===== config.mk =====
export PLATFORM = sky130hd
export DESIGN_NAME = tri_sweep_ctrl
export DESIGN_NICKNAME = d
export VERILOG_FILES = /design/src/rtl/tri_sweep_ctrl.sv
export SDC_FILE = /design/constraint.sdc
export NUM_CORES = 1
export LEC_CHECK = 0
export BUFFER_PORTS_ARGS = -buffer_cell sky130_fd_sc_hd__buf_2
export CORE_MARGIN = 8
export CORE_UTILIZATION = 35
export DETAILED_ROUTE_END_ITERATION = 8
export PLACE_DENSITY = 0.55
export REMOVE_ABC_BUFFERS = 1
export SYNTH_ARGS = -nofsm -noshare
export SYNTH_HDL_FRONTEND = slang
export SYNTH_SLANG_ARGS = --single-unit

===== constraint.sdc =====
create_clock -name clk -period 2.55 [get_ports clk]
set_input_delay 0.3825 -clock clk [delete_from_list [all_inputs] [get_ports clk]]
set_output_delay 0.3825 -clock clk [all_outputs]
set_load 0.05 [all_outputs]

===== src/rtl/tri_sweep_ctrl.sv =====
// Triangle sweep sequencer: drives cnt lo->hi->lo for a programmed number of sweeps.
// Optional feature: define PAUSE_EN to add a pause input that freezes an active run.
module tri_sweep_ctrl #(
  parameter int W  = 4,
  parameter int SW = 8
) (
  input  logic          clk,
  input  logic          rst,
  input  logic          start,
  input  logic          stop,
`ifdef PAUSE_EN
  input  logic          pause,
`endif
  input  logic [W-1:0]  lo,
  input  logic [W-1:0]  hi,
  input  logic [SW-1:0] n_sweeps,
  output logic [W-1:0]  cnt,
  output logic          dir,
  output logic          busy,
  output logic          done,
  output logic          err,
  output logic [SW-1:0] sweeps
);

  // state | meaning
  // IDLE  | waiting for start; bad bounds raise err
  // UP    | cnt climbing toward hi_q
  // DOWN  | cnt falling toward lo_q; sweep counted on reaching lo_q
  // DONE  | one-cycle completion, done high
  typedef enum logic [1:0] {
    IDLE = 2'd0,
    UP   = 2'd1,
    DOWN = 2'd2,
    DONE = 2'd3
  } state_t;

  state_t        state, state_d;
  logic [W-1:0]  cnt_d;
  logic [W-1:0]  lo_q, lo_d;
  logic [W-1:0]  hi_q, hi_d;
  logic [SW-1:0] n_q, n_d;
  logic [SW-1:0] sweeps_d;
  logic [SW-1:0] sweeps_inc;
  logic          done_d;
  logic          err_d;
  logic          hold;

`ifdef PAUSE_EN
  assign hold = pause;
`else
  assign hold = 1'b0;
`endif

  assign sweeps_inc = sweeps + SW'(1);
  assign dir        = (state == UP);
  assign busy       = (state == UP) || (state == DOWN);

  always_comb begin
    state_d  = state;
    cnt_d    = cnt;
    lo_d     = lo_q;
    hi_d     = hi_q;
    n_d      = n_q;
    sweeps_d = sweeps;
    done_d   = 1'b0;
    err_d    = 1'b0;

    unique case (state)
      IDLE: begin
        // stop beats start when both arrive together
        if (start && !stop) begin
          if (lo < hi) begin
            lo_d     = lo;
            hi_d     = hi;
            n_d      = n_sweeps;
            cnt_d    = lo;
            sweeps_d = '0;
            state_d  = UP;
          end else begin
            err_d = 1'b1;
          end
        end
      end

      UP: begin
        if (stop) begin
          state_d = IDLE;
        end else if (!hold) begin
          if (cnt != hi_q) begin
            cnt_d = cnt + W'(1);
          end else begin
            cnt_d   = hi_q - W'(1);
            state_d = DOWN;
          end
        end
      end

      DOWN: begin
        if (stop) begin
          state_d = IDLE;
        end else if (!hold) begin
          if (cnt != lo_q) begin
            cnt_d = cnt - W'(1);
          end else begin
            sweeps_d = sweeps_inc;
            if ((n_q != '0) && (sweeps_inc == n_q)) begin
              state_d = DONE;
              done_d  = 1'b1;
            end else begin
              // skip lo on the turn so the turning point is not repeated
              cnt_d   = lo_q + W'(1);
              state_d = UP;
            end
          end
        end
      end

      DONE: begin
        state_d = IDLE;
      end

      default: begin
        state_d = IDLE;
      end
    endcase
  end

  always_ff @(posedge clk or negedge rst) begin
    if (!rst) begin
      state  <= IDLE;
      cnt    <= '0;
      lo_q   <= '0;
      hi_q   <= '0;
      n_q    <= '0;
      sweeps <= '0;
      done   <= 1'b0;
      err    <= 1'b0;
    end else begin
      state  <= state_d;
      cnt    <= cnt_d;
      lo_q   <= lo_d;
      hi_q   <= hi_d;
      n_q    <= n_d;
      sweeps <= sweeps_d;
      done   <= done_d;
      err    <= err_d;
    end
  end

endmodule

==> results.sh <==
export IMPL_ys_top_cells_by_area="dfrtp_1 37%, mux2_2 10%, ha_1 6.9%"
export IMPL_dp_hpwl_um=4170
export IMPL_dieArea_um2=8957
export IMPL_netlist_area_um2=2165
export IMPL_slowest_delay_ns=0.47
export IMPL_clock_sinks=32
export IMPL_gr_total_overflow=0
export IMPL_drt_iter0_drc=71
export IMPL_htreeDepth=2
export IMPL_synth_edff_count=0
export IMPL_clock_path_buffers=2
export IMPL_p_leak_nw=1.192
export IMPL_clock_skew_ns=0.003185
export IMPL_yosys_warnings=0
export IMPL_antenna_found_initial=0
export IMPL_end_kind="flip-flop"
export IMPL_fin_tns_setup_ns=0
export IMPL_powerDensity_nw_per_um2=1223
export IMPL_cp_arrival_ns=2.55
export IMPL_yosysTopAreaCell="dfrtp_1"
export IMPL_clock_fmax_mhz=419.4
export IMPL_r2r_end="cnt[2]$_DFFE_PN0P_"
export IMPL_reg2regPathDepth=6
export IMPL_rrSetupSlack_ns=0.17
export IMPL_grt_pass1_vias=1785
export IMPL_power_mw=3.119
export IMPL_grt_max_degree=33
export IMPL_vias_per_cell=5.114
export IMPL_yosysMostFrequentCell="dfrtp_1"
export IMPL_cts_root_buf="clkbuf_8"
export IMPL_instances_no_fill=325
export IMPL_netlist_area_leader_share=0.3699
export IMPL_wl_um=5382
export IMPL_diodes=0
export IMPL_cp_start_kind="flip-flop"
export IMPL_drv_slew=0
export IMPL_gp_congestion=0.7900
export IMPL_drc=0
export IMPL_multi_input_area_um2=1257
export IMPL_setup_ws_ns=0.1656
export IMPL_slew_headroom=0.5085
export IMPL_synth_top_flop_cell="dfrtp_1"
export IMPL_floorplan_initialDensity=0.3634
export IMPL_cts_buffers=5
export IMPL_core_area_um2=5956
export IMPL_wl_per_cell_um=16.56
export IMPL_port_buffers=35
export IMPL_pre_cts_slack_ns=0.1513
export IMPL_crit_path_top_delay_cell="dfrtp_1"
export IMPL_drive_above_1_share=0.3080
export IMPL_rows=28
export IMPL_area_growth_syn_to_layout_pct=17.86
export IMPL_synth_cell_type_count=47
export IMPL_cp_max_fo=7
export IMPL_finalSetupViolCount=0
export IMPL_seqCellArea_um2=800.8
export IMPL_status="finished clean"
export IMPL_dp_cells=317
export IMPL_cts_tree="built"
export IMPL_grt_pass1_wl_um=9315
export IMPL_async_flop_share=1.000
export IMPL_clk_pin_slew_ns=0.07
export IMPL_vias=1662
export IMPL_period_minus_slack_ns=2.384
export IMPL_synth_common_cells="32 x dfrtp_1, 20 x mux2_2, 14 x xnor2_1"
export IMPL_worst_pin_slew_ns=0.7373
export IMPL_drt_first_pass_iters=6
export IMPL_rsz0062_at_grt="false"
export IMPL_maxCapViolCount=0
export IMPL_synthCells=208
export IMPL_syn_area_per_cell_um2=10.41
export IMPL_ys_seq_elements=32
export IMPL_period_share=0.9351
export IMPL_r2r_start="sweeps[0]$_DFFE_PN0P_"
export IMPL_die_w_um=94.64
export IMPL_grt_usage=0.1311
export IMPL_ant_nets=0
export IMPL_worstPathCellList="ha_1, nor4_1, a2111oi_1, and4_1, a31oi_2, mux2_2"
export IMPL_hold_path_class="input pin to async pin"
export IMPL_hold_slack_ns=0.1625
export IMPL_ir_drop_v=0.0005434
export IMPL_yosysSeqAreaShare=0.3699
export IMPL_hold_viol_final=0
export IMPL_critical_path_class="flip-flop to flip-flop"
export IMPL_cp_required_ns=2.71
export IMPL_io_pins=36
export IMPL_n_fill_cell=591
export IMPL_nNetsFinal=281
export IMPL_clk_insertion_delay_late_ns=0.28
export IMPL_die_y_um=94.64
kinds of logic after synthesis:
| kind of cell | synth area share |
|---|---|
| mux | 0.1410 |
| xor+xnor | 0.1012 |
| simple gates | 0.1370 |
| buf+inv | 0.04971 |
| fa+ha+maj | 0.06936 |
| compound gates | 0.1318 |
| flops | 0.3699 |
worst max path at each step:
stage	start	end	slack, ns	cells past startpoint
floorplan	cnt[1]$_DFFE_PN0P_	cnt[2]$_DFFE_PN0P_	0.08	6
global placement	sweeps[0]$_DFFE_PN0P_	cnt[0]$_DFFE_PN0P_	0.17	6
detailed placement	sweeps[0]$_DFFE_PN0P_	cnt[2]$_DFFE_PN0P_	0.15	6
CTS	sweeps[0]$_DFFE_PN0P_	cnt[2]$_DFFE_PN0P_	0.12	6
global route	sweeps[0]$_DFFE_PN0P_	cnt[3]$_DFFE_PN0P_	0.01	6
finish	sweeps[0]$_DFFE_PN0P_	cnt[2]$_DFFE_PN0P_	0.17	6
placed cells by master, fill, tap and decap left out, types with 2 or more instances in the layout:
master and instances:
buf_2 35, dfrtp_1 32, mux2_2 20, xnor2_1 14, inv_1 13, ha_1 12, xor2_1 11, o21ai_0 11
buf_4 9, nand2_1 8, mux2i_1 8, nand3_1 7, o31ai_1 6, a21oi_1 5, nor3_1 5, clkbuf_8 5
nand2b_1 4, nor4_1 3, nor2b_1 3, o21bai_1 2, nor3b_1 2, and4_1 2, and4b_1 2, nand4_1 2
nor2_1 2, a22oi_1 2, and2_1 2
power breakdown:
group | total, mW | leakage [nW] | switching [mW] | internal (mW)
clock | 0.478 | 0.0552 | 0.189 | 0.290
sequential | 0.945 | 0.404 | 0.252 | 0.693
combinational | 1.70 | 0.732 | 0.920 | 0.775
total | 3.12 | 1.19 | 1.36 | 1.76
area by class of cell:
| cell class | count | share of cell area |
|---|---|---|
| flip-flops and latches | 32 | 0.3139 |
| repair buffers | 44 | 0.09514 |
| clock buffers | 6 | 0.02845 |
| multi-input cells | 153 | 0.4929 |
| well taps | 75 | 0.03678 |
| clock inverters | 2 | 0.01373 |
| inverters | 13 | 0.01913 |
through the flow:
| step | instance area (um^2) | util |
|---|---|---|
| after floorplan | 2106 | - |
| after global placement | 2442 | 0.4101 |
| after detailed placement | 2442 | 0.4101 |
| after CTS | 2550 | 0.4282 |
| after global routing | 2551 | 0.4284 |
| final | 2551 | 0.4284 |
worst max-delay path, delay by kind of cell, from the launching register on:
kind	cells	cell delay [ns]
simple gates	2	0.56
compound gates	2	0.49
fa+ha+maj	1	0.38
flops	1	0.47
mux	1	0.38
what timing repair did:
item / CTS / global route
hold buffers: 0 / 0
setup buffers: 0 / 0
endpoints found under the setup margin: 0 / 3
gates resized for setup: 0 / 1
flip-flops by register name, indices dropped and copies added (netlist names):
register / flops
lo_q: 4
state: 2
err: 1
sweeps: 8
cnt: 4
done: 1
n_q: 8
hi_q: 4
per-layer routing:
layer / GRT usage / routed length [um]
met5: 0 / 0
met3: 0.02460 / 103
met4: 0.03511 / 59
met2: 0.2063 / 2498
met1: 0.1793 / 2721
Note: power is estimated with default switching activity, not from simulation.
